$ cat config.mk
export PLATFORM = sky130hd
export DESIGN_NAME = alu_seq_flat
export DESIGN_NICKNAME = d
export VERILOG_FILES = /design/src/rtl/alu_seq_if.sv /design/src/rtl/alu_seq.sv /design/src/flat_wrapper.sv
export SDC_FILE = /design/constraint.sdc
export NUM_CORES = 1
export LEC_CHECK = 0
export ABC_CLOCK_PERIOD_IN_PS = 2600
export CAP_MARGIN = 10
export CORE_MARGIN = 3
export CORE_UTILIZATION = 48
export DETAILED_ROUTE_END_ITERATION = 8
export PLACE_DENSITY = 0.78
export SYNTH_ARGS = -nofsm -noshare
export SYNTH_HDL_FRONTEND = slang
export SYNTH_SLANG_ARGS = --single-unit
$ cat constraint.sdc
create_clock -name i_clock -period 2.6 [get_ports i_clock]
set_clock_uncertainty 0.1 [all_clocks]
set_input_delay 0.52 -clock i_clock [delete_from_list [all_inputs] [get_ports i_clock]]
set_output_delay 0.52 -clock i_clock [all_outputs]
set_load 0.01 [all_outputs]
$ cat src/rtl/alu_seq_if.sv
// Command/response bundle for alu_seq: valid/ready command channel in,
// valid/ready result channel out.
interface alu_seq_if #(
   parameter int DataWidth     = 8,
   parameter int NumOpCodeBits = 5,
   parameter int ParamBits     = 8,
   parameter int NumStatusBits = 3
);
   logic                     in_valid;
   logic                     in_ready;
   logic [NumOpCodeBits-1:0] opcode;
   logic [DataWidth-1:0]     operand1;
   logic [DataWidth-1:0]     operand2;
   logic [ParamBits-1:0]     param;
   logic                     out_valid;
   logic                     out_ready;
   logic [DataWidth-1:0]     result;
   logic [NumStatusBits-1:0] status;
   logic                     op_error;

   modport master (
      output in_valid, opcode, operand1, operand2, param, out_ready,
      input  in_ready, out_valid, result, status, op_error
   );

   modport slave (
      input  in_valid, opcode, operand1, operand2, param, out_ready,
      output in_ready, out_valid, result, status, op_error
   );
endinterface

$ cat src/rtl/alu_seq.sv
// Sequential ALU: single-cycle ops finish one cycle after accept, shifts move
// one bit per cycle. Status = {zero, underflow, carry}.
module alu_seq #(
   parameter int DataWidth     = 8,
   parameter int NumOpCodeBits = 5,
   parameter int ParamBits     = 8,
   parameter int NumStatusBits = 3
) (
   input logic      i_clock,
   input logic      i_reset,
   alu_seq_if.slave bus
);
   localparam int CntW = $clog2(DataWidth + 1);

   localparam logic [NumOpCodeBits-1:0] OP_NOP = NumOpCodeBits'(0);
   localparam logic [NumOpCodeBits-1:0] OP_ADD = NumOpCodeBits'(1);
   localparam logic [NumOpCodeBits-1:0] OP_SUB = NumOpCodeBits'(2);
   localparam logic [NumOpCodeBits-1:0] OP_AND = NumOpCodeBits'(3);
   localparam logic [NumOpCodeBits-1:0] OP_OR  = NumOpCodeBits'(4);
   localparam logic [NumOpCodeBits-1:0] OP_NOT = NumOpCodeBits'(5);
   localparam logic [NumOpCodeBits-1:0] OP_XOR = NumOpCodeBits'(6);
   localparam logic [NumOpCodeBits-1:0] OP_SHL = NumOpCodeBits'(7);
   localparam logic [NumOpCodeBits-1:0] OP_SHR = NumOpCodeBits'(8);
   localparam logic [NumOpCodeBits-1:0] OP_VAL = NumOpCodeBits'(9);

   typedef enum logic [1:0] {IDLE, SHIFT, DONE} state_t;

   state_t                   r_state;
   logic [DataWidth-1:0]     r_result;
   logic [NumStatusBits-1:0] r_status;
   logic                     r_err;
   logic                     r_out_valid;
   logic                     r_dir;
   logic [CntW-1:0]          r_cnt;

   logic [DataWidth:0]       w_sum;
   logic [DataWidth-1:0]     w_res;
   logic [DataWidth-1:0]     w_shifted;
   logic [NumStatusBits-1:0] w_status;
   logic                     w_carry;
   logic                     w_under;
   logic                     w_zero_en;
   logic                     w_err;
   logic                     w_is_shift;
   logic                     w_bit_out;
   logic [CntW-1:0]          w_n;

   assign w_sum      = {1'b0, bus.operand1} + {1'b0, bus.operand2};
   assign w_is_shift = (bus.opcode == OP_SHL) || (bus.opcode == OP_SHR);
   assign w_n        = (32'(bus.param) >= DataWidth) ? CntW'(DataWidth)
                                                     : CntW'(bus.param);

   // Shift ops land here only when the effective amount is zero.
   always_comb begin
      w_res     = '0;
      w_carry   = 1'b0;
      w_under   = 1'b0;
      w_zero_en = 1'b1;
      w_err     = 1'b0;
      case (bus.opcode)
         OP_NOP: w_zero_en = 1'b0;
         OP_ADD: begin
            w_res   = w_sum[DataWidth-1:0];
            w_carry = w_sum[DataWidth];
         end
         OP_SUB: begin
            w_res   = bus.operand1 - bus.operand2;
            w_under = bus.operand2 > bus.operand1;
         end
         OP_AND:         w_res = bus.operand1 & bus.operand2;
         OP_OR:          w_res = bus.operand1 | bus.operand2;
         OP_NOT:         w_res = ~bus.operand2;
         OP_XOR:         w_res = bus.operand1 ^ bus.operand2;
         OP_SHL, OP_SHR: w_res = bus.operand1;
         OP_VAL:         w_res = DataWidth'(bus.param);
         default: begin
            w_zero_en = 1'b0;
            w_err     = 1'b1;
         end
      endcase
   end

   assign w_status  = NumStatusBits'({w_zero_en && (w_res == '0), w_under, w_carry});
   assign w_shifted = r_dir ? (r_result >> 1) : (r_result << 1);
   assign w_bit_out = r_dir ? r_result[0] : r_result[DataWidth-1];

   assign bus.in_ready  = (r_state == IDLE) && !i_reset;
   assign bus.out_valid = r_out_valid;
   assign bus.result    = r_result;
   assign bus.status    = r_status;
   assign bus.op_error  = r_err;

   // r_result doubles as the shift register; status is written only on the last step.
   always_ff @(posedge i_clock) begin
      if (i_reset) begin
         r_state     <= IDLE;
         r_result    <= '0;
         r_status    <= '0;
         r_err       <= 1'b0;
         r_out_valid <= 1'b0;
         r_dir       <= 1'b0;
         r_cnt       <= '0;
      end else begin
         case (r_state)
            IDLE: if (bus.in_valid) begin
               if (w_is_shift && (w_n != '0)) begin
                  r_result <= bus.operand1;
                  r_cnt    <= w_n;
                  r_dir    <= (bus.opcode == OP_SHR);
                  r_status <= '0;
                  r_err    <= 1'b0;
                  r_state  <= SHIFT;
               end else begin
                  r_result    <= w_res;
                  r_status    <= w_status;
                  r_err       <= w_err;
                  r_out_valid <= 1'b1;
                  r_state     <= DONE;
               end
            end
            SHIFT: begin
               r_result <= w_shifted;
               r_cnt    <= r_cnt - CntW'(1);
               if (r_cnt == CntW'(1)) begin
                  r_status    <= NumStatusBits'({w_shifted == '0, 1'b0, w_bit_out});
                  r_out_valid <= 1'b1;
                  r_state     <= DONE;
               end
            end
            DONE: if (bus.out_ready) begin
               r_out_valid <= 1'b0;
               r_state     <= IDLE;
            end
            default: r_state <= IDLE;
         endcase
      end
   end
endmodule

$ cat src/flat_wrapper.sv
// flat-port wrapper written by rule: the top's interface ports become plain ports
module alu_seq_flat 
#(
   parameter int DataWidth     = 8,
   parameter int NumOpCodeBits = 5,
   parameter int ParamBits     = 8,
   parameter int NumStatusBits = 3
)
  (i_clock, i_reset, bus_in_valid, bus_opcode, bus_operand1, bus_operand2, bus_param, bus_out_ready, bus_in_ready, bus_out_valid, bus_result, bus_status, bus_op_error);
  alu_seq_if #(.DataWidth(DataWidth), .NumOpCodeBits(NumOpCodeBits), .ParamBits(ParamBits), .NumStatusBits(NumStatusBits)) bus_i ();
  input logic i_clock;
  input logic i_reset;
  input wire logic [$bits(bus_i.in_valid)-1:0] bus_in_valid;
  input wire logic [$bits(bus_i.opcode)-1:0] bus_opcode;
  input wire logic [$bits(bus_i.operand1)-1:0] bus_operand1;
  input wire logic [$bits(bus_i.operand2)-1:0] bus_operand2;
  input wire logic [$bits(bus_i.param)-1:0] bus_param;
  input wire logic [$bits(bus_i.out_ready)-1:0] bus_out_ready;
  output wire logic [$bits(bus_i.in_ready)-1:0] bus_in_ready;
  output wire logic [$bits(bus_i.out_valid)-1:0] bus_out_valid;
  output wire logic [$bits(bus_i.result)-1:0] bus_result;
  output wire logic [$bits(bus_i.status)-1:0] bus_status;
  output wire logic [$bits(bus_i.op_error)-1:0] bus_op_error;
  assign bus_i.in_valid = bus_in_valid;
  assign bus_i.opcode = bus_opcode;
  assign bus_i.operand1 = bus_operand1;
  assign bus_i.operand2 = bus_operand2;
  assign bus_i.param = bus_param;
  assign bus_i.out_ready = bus_out_ready;
  assign bus_in_ready = bus_i.in_ready;
  assign bus_out_valid = bus_i.out_valid;
  assign bus_result = bus_i.result;
  assign bus_status = bus_i.status;
  assign bus_op_error = bus_i.op_error;
  alu_seq #(.DataWidth(DataWidth), .NumOpCodeBits(NumOpCodeBits), .ParamBits(ParamBits), .NumStatusBits(NumStatusBits)) u_core (.i_clock(i_clock), .i_reset(i_reset), .bus(bus_i));
endmodule
# After elaboration in Yosys (flattened, before gate mapping)
# Cells that the tools add are included.
classes:
  muxes: 29
  add_sub_neg: 3
  magnitude_cmp: 2
  n_reduce_logical: 22
  n_eq_ne: 17
  n_bitwise: 4
op_table:
  columns: ["operator", "n"]
  rows:
  - ["case mux 8 bit (8 select lines)", 1]
  - ["two-way mux 8 bit", 3]
  - ["equality test 5 x 3 -> 1 bit (second input constant)", 4]
  - ["logical NOT 8 bit", 2]
  - ["case mux 8 bit (2 select lines)", 1]
  - ["two-way mux 4 bit", 3]
  - ["AND reduction 3 bit", 4]
  - ["equality test 5 x 2 -> 1 bit (second input constant)", 2]
  - ["equality test 5 x 4 -> 1 bit (second input constant)", 2]
  - ["two-way mux 1 bit", 10]
  - ["OR reduction 10 bit", 1]
  - ["adder 8 x 8 -> 9 bit", 1]
  - ["two-way mux 3 bit", 3]
  - ["OR reduction 9 bit", 1]
  - ["AND 8 bit", 1]
  - ["greater-or-equal comparator 8 x 4 -> 1 bit (second input constant)", 1]
  - ["greater-than comparator 8 bit", 1]
  - ["two-way mux 2 bit", 4]
  - ["inequality test 2 bit (second input constant)", 4]
  - ["inverter 8 bit", 1]
  - ["OR 8 bit", 1]
  - ["case mux 4 bit (2 select lines)", 1]
  - ["subtractor 8 bit", 1]
  - ["bitwise XOR 8 bit", 1]
  - ["20 further kinds", 23]
totals:
  register_bits: 20
  out_inout_bits: 14
  input_bits: 33
  elab_cells: 84

# Logic depth before layout (Yosys ltp)
depth:
  word_depth: 8
  ltp_mapped: 11
  depth_no_buf: 11

# Worst setup path before layout
# OpenSTA, ideal clock, no wires.
synth_path:
  kind: "input to register"
  startpoint: "in bus_operand1[0]"
  endpoint: "reg u_core.r_status[2], in the netlist u_core.bus.status[2]"
  cell_stages: 11
  n_path_buf: 0
  setup_ns: 0.059
  setup_slack_ns: -0.215
  arrival_time_ns: 2.656
  t_required_ns: 2.441
  path_cell_list: "inv_1 ha_1 inv_1 fa_1 nor3b_1 nor3_1 o22a_1 a21oi_1 or4_1 nor4_1 a31o_1"
synth_via:
  elab_chain_len: 7
  elab_cells_between_ends: 11
  classes_between: "2 x add/sub; 4 x mux; 3 x bitwise; 2 x reduce/logical"
synth_lines:
  columns: ["item", "line", "source"]
  rows:
  - ["start, declared", "flat_wrapper.sv:15", "input wire logic [$bits(bus_i.operand1)-1:0] bus_operand1;"]
  - ["subtractor 8 bit, or another cell as far along", "alu_seq.sv:67", "w_res = bus.operand1 - bus.operand2;"]
  - ["case mux 8 bit (8 select lines) (*)", "alu_seq.sv:60", "case (bus.opcode)"]
  - ["logical NOT 8 bit (*)", "alu_seq.sv:83", "assign w_status = NumStatusBits'({w_zero_en && (w_res == '0), w_under, w_carry});"]
  - ["logical AND 1 bit (*)", "alu_seq.sv:83", null]
  - ["two-way mux 3 bit (*)", "alu_seq.sv:106", "if (w_is_shift && (w_n != '0)) begin"]
  - ["two-way mux 3 bit (*)", "alu_seq.sv:105", "IDLE: if (bus.in_valid) begin"]
  - ["case mux 3 bit (2 select lines) (*)", "alu_seq.sv:104", "case (r_state)"]
  - ["end signal, assigned", "alu_seq.sv:115", "r_status <= w_status;"]
  - ["end signal, assigned", "alu_seq.sv:125", "r_status <= NumStatusBits'({w_shifted == '0, 1'b0, w_bit_out});"]
  - ["end, declared", "alu_seq.sv:30", "logic [NumStatusBits-1:0] r_status;"]
# Mark *: on every way between the ends. The rest lies on a longest branch, timed or not. The select of a mux whose other input is x is not followed.
# A chain may end at the register's enable or synchronous reset.

# Worst setup path after layout
# Same ends and word-level chain as after synthesis.

==> impl_metrics.tcl <==
set metrics [dict create \
    hold_violations 0 \
    port_buffers 46 \
    yosysSeqAreaShare_pct 16.28 \
    grtUsageTotal_pct 30.57 \
    synth.distinct_cells 66 \
    cp_max_fo 3 \
    ys_async_sr_fraction_pct 0 \
    grtUsageMet3_pct 3.712 \
    routedWlPerCell_um 18.16 \
    p_int_uw 943.3 \
    outcome "finished, violations left" \
    hold_path_class "reg2reg" \
    relSlewSlack_pct 66.47 \
    clock_path_buffers 2 \
    antenna_left 0 \
    grt_pass1_wl_um 15100 \
    clk_pin_slew_ns 0.07 \
    hpwlAfterDp_um 6799 \
    power_mw 1.587 \
    dieWidth_um 77.57 \
    end_kind "flip-flop" \
    syn_to_final_growth_pct 63.56 \
    maxCapViolations 0 \
    fin_crit_ns 2.610 \
    critPathLaunchType "input port" \
    netSwitchingFraction_pct 40.55 \
    cts_tree "built" \
    combPwrFrac_pct 59.5 \
    grt_busiest_layer "met2" \
    drt_iter0_markers 360 \
    synth_area_mm2 0.002459 \
    dpl_cell_area_mm2 0.003627 \
    grt_pass1_vias 3264 \
    syn-num-nets 391 \
    leakagePower_nw 1.763 \
    grt_util_met2_pct 54.06 \
    critPathKind "in2reg" \
    place_ws_ns -0.6789 \
    finalSetupTns_ns -0.009811 \
    vias_per_cell 6.310 \
    grt_max_degree 22 \
    fin_crit_sh_pct 100.4 \
    cts-root-buf "clkbuf_8" \
    slew_violations 0 \
    ys.flop_type "dfxtp_1" \
    vias 3395 \
    num_rows 25 \
    clkPwrFrac_pct 12.8 \
    p_seq_share_pct 27.6 \
    grtUsageMet1_pct 36.60 \
    seq_area_um2 400.4 \
    fmax_mhz 383.2 \
    clk_latency_ns 0.26 \
    fin_ws_ns -0.009811 \
    antenna_found_initial 0 \
    p_sw_uw 643.4 \
    tightest_slew_ns 0.4966 \
    ios 47 \
    coreArea_mm2 0.004848 \
    fin_area_mm2 0.004021 \
    post-route-drc-count 0 \
    die_h_um 77.57 \
    drive_gt1_share_pct 39.28 \
    clock-sinks 20 \
    start_util_pct 50.71 \
    rsz0062_at_grt "true" \
    syn-instance-count 329 \
    routed_wl_um 9772 \
    ys_seq_elements 20 \
    ir_drop_uv 278.5 \
    holdBufCountCts 0 \
    syn_avg_cell_area_um2 7.473 \
    setup_viol 1 \
    fin_nets 535 \
    fillers 292 \
    multi_input_area_mm2 0.002128 \
    antenna_cells 0 \
    cts_buffers 3 \
    r2r_slack_ns 0.46 \
    powerDensity_mw_per_mm2 394.6 \
    dieArea_mm2 0.006017 \
    cts_max_level 1 \
    synth-edff-count 0 \
    violations "setup timing" \
    synth_warnings 0 \
    first_pass_iters 5 \
    crit_required_ns 2.66 \
    grt_overflow_total 0 \
    crit_arrival_ns 2.67 \
    routabilityCongestion 0.9613 \
]
## sequential cells by signal (all words and copies together) (netlist names)
signal and flops:
u_core.r_cnt 4, u_core.bus.result 8, u_core.r_state 2, u_core.r_dir 1, u_core.bus.out_valid 1, u_core.bus.op_error 1, u_core.bus.status 3
## final timing paths
path,cells after the start,endpoint,startpoint
min reg2reg,2,u_core.bus.status[1]$_SDFFE_PP0P_,u_core.bus.status[1]$_SDFFE_PP0P_
min,2,u_core.bus.status[1]$_SDFFE_PP0P_,u_core.bus.status[1]$_SDFFE_PP0P_
max reg2reg,9,u_core.bus.status[2]$_SDFFE_PP0P_,u_core.r_cnt[1]$_SDFFE_PP0P_
max,13,u_core.bus.status[2]$_SDFFE_PP0P_,bus_operand1[0]
## through the flow
step           utilization (%)  hold WS [ns]  cells
2_1_floorplan                -        0.3762    329
3_3_place_gp             74.81        0.3441    518
3_5_place_dp             74.81        0.3755    518
4_1_cts                  79.33        0.3853    530
5_1_grt                  82.94        0.3981    538
6_report                 82.94        0.3828    538
## power groups by stage
| stage | Sequential (mW) | Combinational [mW] | Clock [mW] |
|---|---|---|---|
| final | 0.439 | 0.944 | 0.204 |
| after global routing | 0.448 | 1.01 | 0.217 |
| after CTS | 0.436 | 0.855 | 0.200 |
| after detailed placement | 0.442 | 0.804 | 0 |
| after global placement | 0.438 | 0.777 | 0 |
| after floorplan | 0.430 | 0.434 | 0 |
## cell families after synthesis
logic type               synth area share, %
AND/OR/NAND/NOR                        25.80
XOR/XNOR                              0.7126
adder cells (fa/ha/maj)                15.37
AO/OA/AOI/OAI                          32.22
buffers and inverters                  7.582
flip-flops                             16.28
multiplexers                           2.036
## metal layers
layer / routed length (um) / vias up / share of wire, %
met1: 3703 / 1593 / 38
li1: - / 1511 / -
met5: 0 / - / 0
met2: 4757 / 229 / 49
met3: 860 / 62 / 8.8
met4: 450 / 0 / 4.6
## worst max-delay path, stage by stage
cell      delay [ns]
buf_8           0.09
inv_6           0.03
ha_4            0.15
inv_2           0.05
fa_2            0.21
nor3b_4         0.21
nor3_2          0.08
buf_4           0.15
o31a_1          0.37
o221a_2         0.31
o211ai_1        0.21
nor2_1          0.08
a31o_1          0.21
## cell usage after synthesis, types with 2 or more instances
| cell type | count | area share [%] |
|---|---|---|
| nor3b_1 | 4 | 1.2 |
| o211ai_1 | 4 | 1.2 |
| nor2b_1 | 7 | 1.8 |
| or2_2 | 2 | 0.51 |
| nor3_1 | 14 | 2.8 |
| o2111ai_1 | 2 | 0.71 |
| o2bb2ai_1 | 2 | 0.71 |
| a221o_1 | 2 | 0.81 |
| o21ai_0 | 7 | 1.4 |
| o221a_2 | 3 | 1.4 |
| ha_1 | 27 | 14 |
| o311ai_0 | 2 | 0.71 |
| a221oi_1 | 17 | 6.1 |
| and2_1 | 3 | 0.76 |
| a31o_2 | 2 | 0.71 |
| o22ai_1 | 3 | 0.76 |
| and3_1 | 6 | 1.5 |
| nand3_1 | 6 | 1.2 |
| a21o_1 | 4 | 1.2 |
| nand2b_1 | 4 | 1.0 |
| buf_1 | 2 | 0.31 |
| clkbuf_1 | 9 | 1.4 |
| inv_1 | 26 | 4.0 |
| xnor2_1 | 2 | 0.71 |
| a22oi_1 | 5 | 1.5 |
| o31ai_1 | 4 | 1.2 |
| nor4_1 | 3 | 0.76 |
| o31a_1 | 2 | 0.71 |
| a211oi_1 | 5 | 1.5 |
| a21oi_1 | 23 | 4.7 |
| nor2_1 | 43 | 6.6 |
| nand2_1 | 23 | 3.5 |
| fa_1 | 2 | 1.6 |
| buf_6 | 2 | 0.92 |
| mux2i_1 | 5 | 2.0 |
| o21bai_1 | 2 | 0.61 |
| dfxtp_1 | 20 | 16 |
| buf_4 | 2 | 0.61 |
## final cells by class
cell class	count	area share (%)
sequential	20	9.956
multi-input combinational	266	52.92
tap	67	2.085
clock buffer	3	1.027
timing repair buffer	156	31.39
inverter	26	2.614
## placed cells by master, fill, tap and decap left out, drive strengths merged, types with 4 or more instances in the layout
cell type / count
a211oi: 5
a21o: 4
a21oi: 24
a221oi: 17
a22oi: 5
and2: 4
and3: 6
buf: 113
clkbuf: 8
clkdlybuf4s50: 29
dfxtp: 20
dlygate4sd2: 7
ha: 27
inv: 26
mux2i: 5
nand2: 23
nand2b: 4
nand3: 6
nor2: 43
nor2b: 8
nor3: 15
nor3b: 5
o211ai: 4
o21ai: 7
o31ai: 4
## repair_timing
item | 4_1_cts | 5_1_grt
endpoints found under the setup margin | 12 | 9
resized for setup | 58 | 39
hold endpoints to repair | 0 | 0
pin swaps | 16 | 18
buffers inserted | 9 | 9
No activity file was read; power rests on OpenSTA's default activity.
